`src/rtl/escritor_crono.sv`:
```
// rtl/escritor_crono.sv - writes the edited BCD countdown value into the RTC timer registers over the muxed AD bus.
// Optional snapshot BCD validation: define BCD_VALIDO_EN.
module escritor_crono #(
  parameter int unsigned T_FASE   = 4,
  parameter logic [7:0]  DIR_SEG  = 8'h41,
  parameter logic [7:0]  DIR_MIN  = 8'h42,
  parameter logic [7:0]  DIR_HORA = 8'h43
) (
  input  logic       reloj,
  input  logic       resetM,
  input  logic       inicio,
  input  logic [7:0] dato_seg,
  input  logic [7:0] dato_min,
  input  logic [7:0] dato_hora,
  output logic [7:0] AD_out,
  output logic       AD_oe,
  output logic       CS_n,
  output logic       RD_n,
  output logic       WR_n,
  output logic       AD_n,
  output logic       ocupado,
  output logic       listo,
  output logic       error_bcd
);

  typedef enum logic [3:0] {
    REPOSO,
    DIR_PREP,
    DIR_WR,
    DIR_HOLD,
    DATO_PREP,
    DATO_WR,
    DATO_HOLD,
    PAUSA,
    FIN
  } estado_t;

  localparam logic [3:0] C_ULT = 4'(T_FASE - 1);

  estado_t    r_estado;
  estado_t    w_estado_nxt;
  logic [3:0] r_cnt;
  logic [3:0] w_cnt_nxt;
  logic [1:0] r_idx;
  logic [1:0] w_idx_nxt;
  logic [7:0] r_seg;
  logic [7:0] r_min;
  logic [7:0] r_hora;
  logic       w_carga;
  logic       w_err;
  logic       w_bcd_ok;
  logic       w_fin_fase;

  logic [7:0] r_ad_out;
  logic       r_ad_oe;
  logic       r_cs_n;
  logic       r_rd_n;
  logic       r_wr_n;
  logic       r_ad_n;
  logic       r_ocupado;
  logic       r_listo;
  logic       r_error;

  logic [7:0] w_ad_out;
  logic       w_ad_oe;
  logic       w_cs_n;
  logic       w_wr_n;
  logic       w_ad_n;
  logic       w_ocupado;
  logic       w_listo;
  logic [7:0] w_dir;
  logic [7:0] w_dato;

`ifdef BCD_VALIDO_EN
  function automatic logic bcd_valido(input logic [7:0] v, input logic [7:0] maximo);
    return (v[7:4] <= 4'd9) && (v[3:0] <= 4'd9) && (v <= maximo);
  endfunction

  assign w_bcd_ok = bcd_valido(dato_seg, 8'h59) &&
                    bcd_valido(dato_min, 8'h59) &&
                    bcd_valido(dato_hora, 8'h23);
`else
  assign w_bcd_ok = 1'b1;
`endif

  assign w_fin_fase = (r_cnt == C_ULT);

  always_ff @(posedge reloj or posedge resetM) begin
    if (resetM) begin
      r_estado <= REPOSO;
      r_cnt    <= 4'd0;
      r_idx    <= 2'd0;
    end else begin
      r_estado <= w_estado_nxt;
      r_cnt    <= w_cnt_nxt;
      r_idx    <= w_idx_nxt;
    end
  end

  always_ff @(posedge reloj or posedge resetM) begin
    if (resetM) begin
      r_seg  <= 8'h00;
      r_min  <= 8'h00;
      r_hora <= 8'h00;
    end else if (w_carga) begin
      r_seg  <= dato_seg;
      r_min  <= dato_min;
      r_hora <= dato_hora;
    end
  end

  // Every timed state holds for T_FASE cycles; PAUSA picks the next register or finishes.
  always_comb begin
    w_estado_nxt = r_estado;
    w_cnt_nxt    = r_cnt;
    w_idx_nxt    = r_idx;
    w_carga      = 1'b0;
    w_err        = 1'b0;
    case (r_estado)
      REPOSO: begin
        w_cnt_nxt = 4'd0;
        w_idx_nxt = 2'd0;
        if (inicio) begin
          if (w_bcd_ok) begin
            w_carga      = 1'b1;
            w_estado_nxt = DIR_PREP;
          end else begin
            w_err = 1'b1;
          end
        end
      end
      FIN: begin
        w_estado_nxt = REPOSO;
        w_cnt_nxt    = 4'd0;
        w_idx_nxt    = 2'd0;
      end
      default: begin
        if (!w_fin_fase) begin
          w_cnt_nxt = r_cnt + 4'd1;
        end else begin
          w_cnt_nxt = 4'd0;
          case (r_estado)
            DIR_PREP:  w_estado_nxt = DIR_WR;
            DIR_WR:    w_estado_nxt = DIR_HOLD;
            DIR_HOLD:  w_estado_nxt = DATO_PREP;
            DATO_PREP: w_estado_nxt = DATO_WR;
            DATO_WR:   w_estado_nxt = DATO_HOLD;
            DATO_HOLD: w_estado_nxt = PAUSA;
            PAUSA: begin
              if (r_idx == 2'd2) begin
                w_estado_nxt = FIN;
              end else begin
                w_estado_nxt = DIR_PREP;
                w_idx_nxt    = r_idx + 2'd1;
              end
            end
            default:   w_estado_nxt = REPOSO;
          endcase
        end
      end
    endcase
  end

  // Outputs are decoded from the next state so the bus pins come straight off flops.
  always_comb begin
    case (w_idx_nxt)
      2'd0:    begin w_dir = DIR_SEG;  w_dato = r_seg;  end
      2'd1:    begin w_dir = DIR_MIN;  w_dato = r_min;  end
      default: begin w_dir = DIR_HORA; w_dato = r_hora; end
    endcase
  end

  always_comb begin
    w_ad_out  = 8'h00;
    w_ad_oe   = 1'b0;
    w_cs_n    = 1'b1;
    w_wr_n    = 1'b1;
    w_ad_n    = 1'b1;
    w_ocupado = 1'b0;
    w_listo   = 1'b0;
    case (w_estado_nxt)
      DIR_PREP, DIR_WR, DIR_HOLD: begin
        w_ad_out  = w_dir;
        w_ad_oe   = 1'b1;
        w_cs_n    = 1'b0;
        w_ad_n    = 1'b0;
        w_wr_n    = (w_estado_nxt != DIR_WR);
        w_ocupado = 1'b1;
      end
      DATO_PREP, DATO_WR, DATO_HOLD: begin
        w_ad_out  = w_dato;
        w_ad_oe   = 1'b1;
        w_cs_n    = 1'b0;
        w_ad_n    = 1'b1;
        w_wr_n    = (w_estado_nxt != DATO_WR);
        w_ocupado = 1'b1;
      end
      PAUSA: begin
        w_ocupado = 1'b1;
      end
      FIN: begin
        w_listo = 1'b1;
      end
      default: begin
        w_ocupado = 1'b0;
      end
    endcase
  end

  always_ff @(posedge reloj or posedge resetM) begin
    if (resetM) begin
      r_ad_out  <= 8'h00;
      r_ad_oe   <= 1'b0;
      r_cs_n    <= 1'b1;
      r_rd_n    <= 1'b1;
      r_wr_n    <= 1'b1;
      r_ad_n    <= 1'b1;
      r_ocupado <= 1'b0;
      r_listo   <= 1'b0;
      r_error   <= 1'b0;
    end else begin
      r_ad_out  <= w_ad_out;
      r_ad_oe   <= w_ad_oe;
      r_cs_n    <= w_cs_n;
      r_rd_n    <= 1'b1;
      r_wr_n    <= w_wr_n;
      r_ad_n    <= w_ad_n;
      r_ocupado <= w_ocupado;
      r_listo   <= w_listo;
      r_error   <= w_err;
    end
  end

  assign AD_out    = r_ad_out;
  assign AD_oe     = r_ad_oe;
  assign CS_n      = r_cs_n;
  assign RD_n      = r_rd_n;
  assign WR_n      = r_wr_n;
  assign AD_n      = r_ad_n;
  assign ocupado   = r_ocupado;
  assign listo     = r_listo;
  assign error_bcd = r_error;

endmodule

```
`config.mk`:
```
export PLATFORM = sky130hd
export DESIGN_NAME = escritor_crono
export DESIGN_NICKNAME = d
export VERILOG_FILES = /design/src/rtl/escritor_crono.sv
export SDC_FILE = /design/constraint.sdc
export NUM_CORES = 1
export LEC_CHECK = 0
export BUFFER_PORTS_ARGS = -buffer_cell sky130_fd_sc_hd__buf_2
export CAP_MARGIN = 30
export CORE_MARGIN = 10
export CORE_UTILIZATION = 40
export CTS_CLUSTER_SIZE = 10
export DETAILED_ROUTE_END_ITERATION = 16
export PLACE_DENSITY = 0.6
export REMOVE_ABC_BUFFERS = 1
export SLEW_MARGIN = 25
export SYNTH_ARGS = -nofsm -noshare
export SYNTH_HDL_FRONTEND = slang
export SYNTH_SLANG_ARGS = --single-unit
```
`constraint.sdc`:
```
create_clock -name reloj -period 6.5 [get_ports reloj]
set_clock_uncertainty 0.2 [all_clocks]
set_input_delay 0.65 -clock reloj [delete_from_list [all_inputs] [get_ports reloj]]
set_output_delay 0.65 -clock reloj [all_outputs]
set_load 0.05 [all_outputs]
```
==> results.md, run 1 <==
CTS:
- The number of instances resized during post-cts repair is 0.
- Once the clock tree was built, the setup fixing pass inserted 0 buffers.
- The buffer type at the clock tree root is sky130_fd_sc_hd__clkbuf_8.
- The clock passes through at most 2 buffers.
- The TritonCTS buffer count is 5.
- The TritonCTS clock tree is built.
- The number of hold-repair buffers added at the cts stage is 0.
- The clock-pin slew on the worst setup and hold paths is 90 ps.
- The clock sink count is 48.
- The depth of the CTS H-tree is 2.
- The clock latency at the later pin of the worst-skew pair is approximately 300 ps.

Synth:
- Sequential elements use 55.57% of the synthesized area.
- The cell type with the highest aggregate area in the netlist is sky130_fd_sc_hd__dfrtp_1.
- The share of the synthesized area in compound gates (AO/OA/AOI/OAI) is a little under a tenth.
- The count of mapped cells out of synthesis is 178.
- The synthesized design contains 48 register bits.
- For this run, the number of Yosys warnings is 0.
- Synthesis instantiated 40 different standard cells from the library.
- The post-synthesis share of cell area spent on full adders, half adders and majority gates is 1.731%.
- The largest family of logic cells by synthesized area is multiplexers.
- The xor-xnor portion of the synthesized cell area is under 10%.
- The cell area after technology mapping is between 2000 and 2500 um^2.
- The synthesized area divided by synthesized cell count is 12.18 um^2.
- Summing the areas of all and, or, nand and nor instances in the mapped netlist gives 10.21% of the synthesized area.
- In the post-synthesis netlist, the biggest area contributors are sky130_fd_sc_hd__dfrtp_1, sky130_fd_sc_hd__mux2_2, sky130_fd_sc_hd__dfstp_2, sky130_fd_sc_hd__mux2i_1, sky130_fd_sc_hd__a211oi_1.
- The portion of synthesized area spent on multiplexers is 17.25%.
- Of the post-synthesis cell area, the dominant cell type holds approximately 52%.

Power and ir drop:
- The overall power after layout is 496.1 uW.
- The share of total power dissipated in sequential elements is between 60% and 70%.
- Power spread over the standard cell area amounts to 196.7 nW/um^2.
- The total leakage power is roughly 1.3 nW.
- The peak ir drop on the vdd network is 111.2 uV.
- Of the total power, combinational logic draws 3.4%.
- In this run the power spent charging and discharging nets is 104.1 uW.
- Per report_power, the clock group accounts for 36.4% of the total.
- The internal portion of the total power is 392.0 uW.
- Of the total power, the share spent switching nets is 20.98%.

STA:
- The measured slew at the worst slew-check pin is 697.5 ps.
- The final count of pins violating max slew is 0.
- The shortest period the worst path allows is 2711 ps.
- Setup repair after global routing left no endpoint under its margin.
- Measured against its own limit, the worst slew margin works out to 53.14%.
- Based on the critical path, the design can be clocked at up to 0.3689 GHz.
- The number of endpoints failing setup at the final stage is 0.
- The sum of negative setup slack is 0 ps.
- Setup slack on the critical path of the routed design comes to approximately 3800 ps.
- The final-report hold violation count is 0.
- The final critical path takes up 41.71% of the cycle.

Layout:
- The number of diodes is 0.
- The layout overhead on the synthesized area is 16.33%.
- The number of cells in the finished layout apart from fillers is about 290.
- In the final layout, the multi-input gates occupy 874.6 um^2.
- The register area is 1205 um^2.
- The net count of the finished layout is between 200 and 250.
- The finished cells cover 2522 um^2.
- The count of filler cells inserted in the layout is 464.
- The ratio of cells with drive above 1 in the final layout is 39.63%.

Floorplan:
- Measured along the y axis, the die boundary spans between 90 and 100 um.
- The initial utilization of the core area, before any placement, comes to 41.92%.
- The die covers 8766 um^2.
- The die boundary width is 93.63 um.
- In this run the standard cell core region covers 5172 um^2.
- The floorplan has 26 rows.
- For this design the top-level I/O count stands at 43.

Detailed routing:
- The pre-antenna-repair detailed-routing pass consisted of 4 iterations.
- The count of nets left with antenna violations once routing finished came out at 0.
- For this run, design rule violations remaining after detail routing come to 0.
- For this block, the routed nets add up to between 4 and 5 mm of wire.
- The first-iteration detailed-routing DRC count is 76.
- Dividing the detail-routed wire length by the instance count gives 15.10 um.
- The detailed router placed 1418 vias in this run.
- In the routed layout, each cell is associated on average with a via count of 4.941.

Placement:
- Input and output buffers added on the ports amount to 40.
- The congestion estimate from routability-driven global placement came to about 0.78.
- The number of placed cells counting well taps is about 280.
- The post-placement cell area is roughly 2400 um^2.
- Prior to clock tree synthesis, the placed netlist has a worst setup slack of 3780 ps.
- The total half-perimeter wirelength after legalization and detailed placement is roughly 3.2 mm.

Global routing:
- The number of global-route vias before repair is roughly 1.6k.
- The first-pass GRT wire length is 7.541 mm.
- The aggregate global routing overflow is 0.
- The maximum number of pins on one net before global-route repair is 27.
- Across every metal layer, demand over resource in global routing totals between 10% and 20%.
- The initial antenna violation count is 0.

Critical path:
- The library cell contributing the largest single delay on the critical path is sky130_fd_sc_hd__nor3b_2.
- STA classifies the critical path startpoint as a flip-flop.
- The critical path class is reg2reg.
- In this design, the largest share of critical-path delay is due to simple AND/OR/NAND/NOR gates.
- The peak per-stage delay on the critical path is 460 ps.
- STA puts the critical path data required time at 6470 ps.
- At the worst endpoint, the arrival time is between 2000 and 3000 ps.
- Traced cell by cell, the critical path runs through ha_1 -> nor3b_2 -> nand3_1 -> a21oi_1 -> buf_4 -> mux2_2 -> mux2i_1 -> o21ai_0.
- The element type at the critical path end is a flip-flop.
- The number of buffers and inverters on the critical path is 1.
- Along the worst path, the maximum fanout reaches 8.

Run:
- The number of max-capacitance violations reported is 0.

Hold path:
- The class of the tightest hold or removal check is in2async.

Status:
- The run finished with clean final reports.
-- synth_stat cells --
| cell type | instances |
|---|---|
| sky130_fd_sc_hd__a211oi_1 | 5 |
| sky130_fd_sc_hd__a21o_1 | 3 |
| sky130_fd_sc_hd__a21oi_1 | 3 |
| sky130_fd_sc_hd__a311o_1 | 1 |
| sky130_fd_sc_hd__a31oi_1 | 1 |
| sky130_fd_sc_hd__and2_1 | 2 |
| sky130_fd_sc_hd__and2_2 | 1 |
| sky130_fd_sc_hd__and3_1 | 2 |
| sky130_fd_sc_hd__and4b_1 | 2 |
| sky130_fd_sc_hd__buf_2 | 1 |
| sky130_fd_sc_hd__buf_4 | 3 |
| sky130_fd_sc_hd__clkbuf_1 | 7 |
| sky130_fd_sc_hd__clkbuf_2 | 1 |
| sky130_fd_sc_hd__conb_1 | 2 |
| sky130_fd_sc_hd__dfrtp_1 | 45 |
| sky130_fd_sc_hd__dfstp_2 | 3 |
| sky130_fd_sc_hd__ha_1 | 3 |
| sky130_fd_sc_hd__inv_1 | 8 |
| sky130_fd_sc_hd__mux2_2 | 27 |
| sky130_fd_sc_hd__mux2i_1 | 7 |
| sky130_fd_sc_hd__nand2_1 | 4 |
| sky130_fd_sc_hd__nand2b_1 | 2 |
| sky130_fd_sc_hd__nand3_1 | 7 |
| sky130_fd_sc_hd__nand4_1 | 1 |
| sky130_fd_sc_hd__nand4b_1 | 1 |
| sky130_fd_sc_hd__nor2_1 | 10 |
| sky130_fd_sc_hd__nor2b_1 | 1 |
| sky130_fd_sc_hd__nor3_1 | 4 |
| sky130_fd_sc_hd__nor3b_2 | 1 |
| sky130_fd_sc_hd__o211ai_1 | 3 |
| sky130_fd_sc_hd__o211ai_2 | 2 |
| sky130_fd_sc_hd__o21a_4 | 1 |
| sky130_fd_sc_hd__o21ai_0 | 6 |
| sky130_fd_sc_hd__o21ai_2 | 1 |
| sky130_fd_sc_hd__o21bai_1 | 1 |
| sky130_fd_sc_hd__o31ai_1 | 1 |
| sky130_fd_sc_hd__or3_1 | 1 |
| sky130_fd_sc_hd__or3b_1 | 1 |
| sky130_fd_sc_hd__xnor2_1 | 1 |
| sky130_fd_sc_hd__xor2_1 | 2 |
-- power groups by stage --
stage	logic [mW]	clock network, mW	registers, mW
floorplan	0.00702	0	0.304
global placement	0.0162	0	0.304
detailed placement	0.0178	0	0.304
CTS	0.0178	0.186	0.298
global route	0.0198	0.196	0.298
finish	0.0171	0.181	0.298
-- through the flow --
stage,utilization (%),hold WS (ps)
6_report,48.77,175.4
5_1_grt,48.77,217.8
4_1_cts,48.77,192.3
3_5_place_dp,47.02,268.7
3_3_place_gp,46.64,254.2
2_1_floorplan,-,243.7
-- state kept, by name, summed over array words and instances, names as in the netlist, 2 cells and up --
name	count
r_cnt	4
r_estado	4
r_idx	2
AD_out	8
r_seg	8
r_hora	8
r_min	8
-- cells by family after synthesis --
logic type,Yosys count
AO/OA/AOI/OAI,28
XOR/XNOR,3
adder cells (fa/ha/maj),3
buffers and inverters,20
flip-flops,48
multiplexers,34
other,2
AND/OR/NAND/NOR,40
-- placed cells by master, fill, tap and decap left out, types with 4 or more instances in the layout --
cell,instances
sky130_fd_sc_hd__dfrtp_1,45
sky130_fd_sc_hd__buf_2,40
sky130_fd_sc_hd__mux2_2,27
sky130_fd_sc_hd__nor2_1,10
sky130_fd_sc_hd__nand3_1,7
sky130_fd_sc_hd__inv_1,7
sky130_fd_sc_hd__mux2i_1,7
sky130_fd_sc_hd__o21ai_0,6
sky130_fd_sc_hd__clkbuf_8,6
sky130_fd_sc_hd__a211oi_1,5
sky130_fd_sc_hd__nor3_1,4
sky130_fd_sc_hd__nand2_1,4
-- area by class of cell --
type                    count  share of cell area (%)
inverters                   8                   1.190
flip-flops and latches     48                   47.77
multi-input cells         110                   34.67
well taps                  70                   3.472
clock buffers               8                   3.571
repair buffers             43                   9.325
-- path summary, 6_finish.rpt --
| check | slack [ps] | from | cells after the start | endpoint |
|---|---|---|---|---|
| max in group asynchronous | 5330 | resetM | 3 | WR_n |
| worst max-delay path | 3790 | r_cnt[0] | 8 | AD_out[6] |
| worst min register to register | 280 | r_cnt[0] | 1 | r_cnt[0] |
| worst max register to register | 3790 | r_cnt[0] | 8 | AD_out[6] |
| worst min-delay path | 180 | resetM | 2 | r_min[6] |
| min in group reloj | 280 | r_cnt[0] | 1 | r_cnt[0] |
-- layer usage --
layer	global-route usage, %	vias up	part of all wire (%)
met5	0	-	0
met1	13.14	682	48
met2	17.05	34	46
met3	4.077	5	6.0
met4	2.278	0	0.67
li1	-	697	-
Note: power is estimated with default switching activity, not from simulation.
==> run 2: changes to the inputs <==
- PLACE_DENSITY: 0.6 -> 0.62
- clock period: 6.5 -> 2.4 ns (I/O delays scaled with it)
==> run 2 against run 1 <==
Net effect:
- the flow now finishes with violations (setup timing)
- die area is the same
- count of clock-buffer cells in the layout shrank 1
- non-clock buffer count grew 47
- sequential share of layout area shrank 7.2 points
- first-iteration DRC count shrank 21%
- worst setup slack lost 3800 ps
- sequential cell count is the same
- via count grew 11%
- global-route usage grew 0.86 points
- largest power group unchanged
- total power grew to 2.7 times the previous value
==> results.md, run 2 (synthesis results as in run 1) <==
Floorplan:
- The number of primary I/O pins is 43 (unchanged).
- The chip height is 93.63 um (unchanged).
- The die boundary width is 93.63 um (unchanged).
- The die area came to 8766 um^2 (unchanged).
- The row count is 26 (unchanged).
- The core area is 5172 um^2 (unchanged).
- The initial core utilization came to 41.92% (unchanged).

Placement:
- The worst slack at placement is 18.63 ps (-3762 ps).
- The routability congestion estimate from global placement is 0.8627 (+11%).
- The total half-perimeter wirelength after legalization and detailed placement came to 3.359 mm (+5.9%).
- The number of placed cells counting well taps came to 299 (+7.2%).
- The post-placement cell area is 2570 um^2 (+5.7%).
- The count of input and output buffers is 40 (unchanged).

CTS:
- The root buffer cell chosen for the clock tree is sky130_fd_sc_hd__clkbuf_8.
- The clock latency at the later pin of the worst-skew pair is 290 ps (about the same).
- The depth of the CTS H-tree is 2 (unchanged).
- The clock sink count is 48 (unchanged).
- The TritonCTS clock tree is built.
- The clock-pin slew on the worst setup and hold paths is 80 ps (about the same).
- The TritonCTS buffer count is 5 (unchanged).
- The number of buffers between clock root and the deepest sink is 2 (unchanged).

STA:
- The tightest slew margin relative to the limit was 60.96% (+7.8 points).
- The final-report hold violation count came to 0 (unchanged).
- The final period utilization is 100.1% (+58 points).
- The worst hold slack across all endpoints came to 312.0 ps (+136.6 ps).
- The sum of negative setup slack is -3.150 ps (-3.150 ps).
- Setup repair after global routing could not meet its margin everywhere.
- The number of endpoints failing setup at the final stage came to 1 (+1).
- The shortest period the worst path allows came to 2403 ps (-307.8 ps).
- The final setup slack of the worst path was -3.150 ps (-3792 ps).
- The measured slew at the worst slew-check pin was 585.6 ps (-111.8 ps).
- The upper clock frequency limit is 0.4161 GHz (+13%).
- The final count of pins violating max slew came to 0 (unchanged).

Critical path:
- The depth of the most critical reg-to-reg path is 7 (-1).
- The required time at the worst-slack endpoint is 2420 ps (-4050 ps).
- The critical path class is reg2reg.
- The number of cells on the critical path is 7 (-1).
- STA classifies the critical path startpoint as a flip-flop.
- The peak per-stage delay on the critical path was 390 ps (-70 ps).
- The worst setup path is captured at a flip-flop.
- The reg-to-reg startpoint is r_cnt[1].
- The register-to-register setup slack is -3 ps (-3790 ps).
- Among cell families on the critical path, the largest total delay comes from compound AO/OA/AOI/OAI gates.
- The library cell contributing the largest single delay on the critical path is sky130_fd_sc_hd__or3b_4.
- Tracing the worst setup path back leads to its startpoint at r_cnt[1].
- The signal on the critical path passes through ha_2 -> or3b_4 -> or3_4 -> o21a_4 -> a311o_1 -> o21bai_4 -> o211ai_2.
- The buffering stage count on the worst path with inverters included was 0 (-1).
- The arrival time of the worst setup path is 2420 ps (-260 ps).
- The maximum fanout count along the critical path is 6 (-2).
- In this run the worst setup path terminates at AD_out[1].
- In this run the critical register-to-register path is captured at AD_out[1].

Global routing:
- The number of global-route vias before repair is 1714 (+9.5%).
- The global-route usage over all layers is 11.44% (+0.86 points).
- The first-pass GRT wire length is 8.162 mm (+8.2%).
- The aggregate global routing overflow is 0 (unchanged).
- The initial antenna violation count is 0 (unchanged).
- The maximum number of pins on one net before global-route repair is 49 (+81%).

Detailed routing:
- The vias per cell came to 4.731 (-4.3%).
- The average wire per standard cell is 14.16 um (-6.2%).
- The number of detailed-route iterations in the first pass is 4 (unchanged).
- The total via count after detailed routing was 1580 (+11%).
- The final wirelength is 4.730 mm (+9.1%).
- The first-iteration detailed-routing DRC count came to 60 (-21%).
- The number of DRC violations after detailed routing is 0 (unchanged).
- The remaining number of nets flagged by the antenna check after routing is 0 (unchanged).

Hold path:
- The hold path depth is 1.
- The tightest min-delay check is of the reg2reg type.

Layout:
- The number of nets in the layout is 293 (+19%).
- The number of diodes is 0 (unchanged).
- The number of cells in the finished layout apart from fillers is 334 (+16%).
- The count of filler cells inserted in the layout is 446 (-3.9%).
- The ratio of cells with drive above 1 in the final layout is 43.56% (+3.9 points).
- The layout overhead on the synthesized area is 36.93%.
- The final standard cell area without fillers is 2969 um^2 (+18%).
- Leaving out fill and tap cells, the most frequent cells in the layout are sky130_fd_sc_hd__dfrtp_1, sky130_fd_sc_hd__buf_2, sky130_fd_sc_hd__mux2_2.
- Leaving out fill and tap cells, the most frequent cell in the layout is sky130_fd_sc_hd__dfrtp_1.

Power and ir drop:
- The total leakage power is 1.544 nW (+16%).
- The peak ir drop on the vdd network is 262.3 uV (+140%).
- The power per cell area is 450.8 nW/um^2 (+130%).

Status:
- The run finished, with violations left.
- The checks that failed: setup timing.

Run:
- The number of max-capacitance violations reported is 0 (unchanged).
run 2: cell count changes in the layout (fill, tap and decap cells not counted), sizes merged:
cell         change
clkbuf           -1
dlygate4sd3     +25
buf             +22
clkinv           +1
run 2: metal layers:
metal  part of all wire (%)  track usage (%)
met1                     45            14.28
met2                     48            18.27
met3                    5.9            4.237
met4                   0.61            2.911
met5                      0                0
run 2: layout make-up:
| cell class | count | area, um^2 | share of cell area [%] |
|---|---|---|---|
| Clock buffer | 7 | 76.32 | 2.571 |
| Clock inverter | 1 | 5.005 | 0.1686 |
| Inverter | 8 | 30.03 | 1.011 |
| Multi-Input combinational cell | 110 | 923.4 | 31.10 |
| Sequential cell | 48 | 1205 | 40.58 |
| Tap cell | 70 | 87.58 | 2.950 |
| Timing Repair Buffer | 90 | 641.9 | 21.62 |
run 2: worst reg2reg max path: stages, from the launching register on:
cell	delay (ps)
sky130_fd_sc_hd__dfrtp_1	370
sky130_fd_sc_hd__ha_2	170
sky130_fd_sc_hd__or3b_4	390
sky130_fd_sc_hd__or3_4	330
sky130_fd_sc_hd__o21a_4	210
sky130_fd_sc_hd__a311o_1	390
sky130_fd_sc_hd__o21bai_4	210
sky130_fd_sc_hd__o211ai_2	60
run 2: power by group:
group	internal [mW]	leakage [nW]	switching [mW]
registers	0.808	0.630	0
clock network	0.205	0.0422	0.251
logic	0.0426	0.872	0.0323
total	1.06	1.54	0.283
run 2: through the flow:
| step | power [mW] | util [%] |
|---|---|---|
| final | 1.339 | 57.40 |
| after CTS | 1.366 | 56.24 |
| after global routing | 1.400 | 57.40 |
| after global placement | 0.8697 | 49.69 |
| after detailed placement | 0.8692 | 49.69 |
| after floorplan | 0.8432 | - |
run 2: what timing repair did:
action                                 4_1_cts  5_1_grt
pin swaps                                    1        3
hold buffers                                25        0
setup endpoints to repair                    4       12
gates resized for setup                      2       10
endpoints found under the hold margin       69        0
buffers inserted                             0        2
run 2: worst min path at each step:
stage	startpoint	to	slack, ps
2_1_floorplan	dato_hora[0]	r_hora[0]	190
3_3_place_gp	resetM	AD_out[2]	240
3_5_place_dp	resetM	AD_out[4]	230
4_1_cts	r_min[4]	r_min[4]	310
5_1_grt	r_min[6]	r_min[6]	330
6_report	r_min[6]	r_min[6]	310
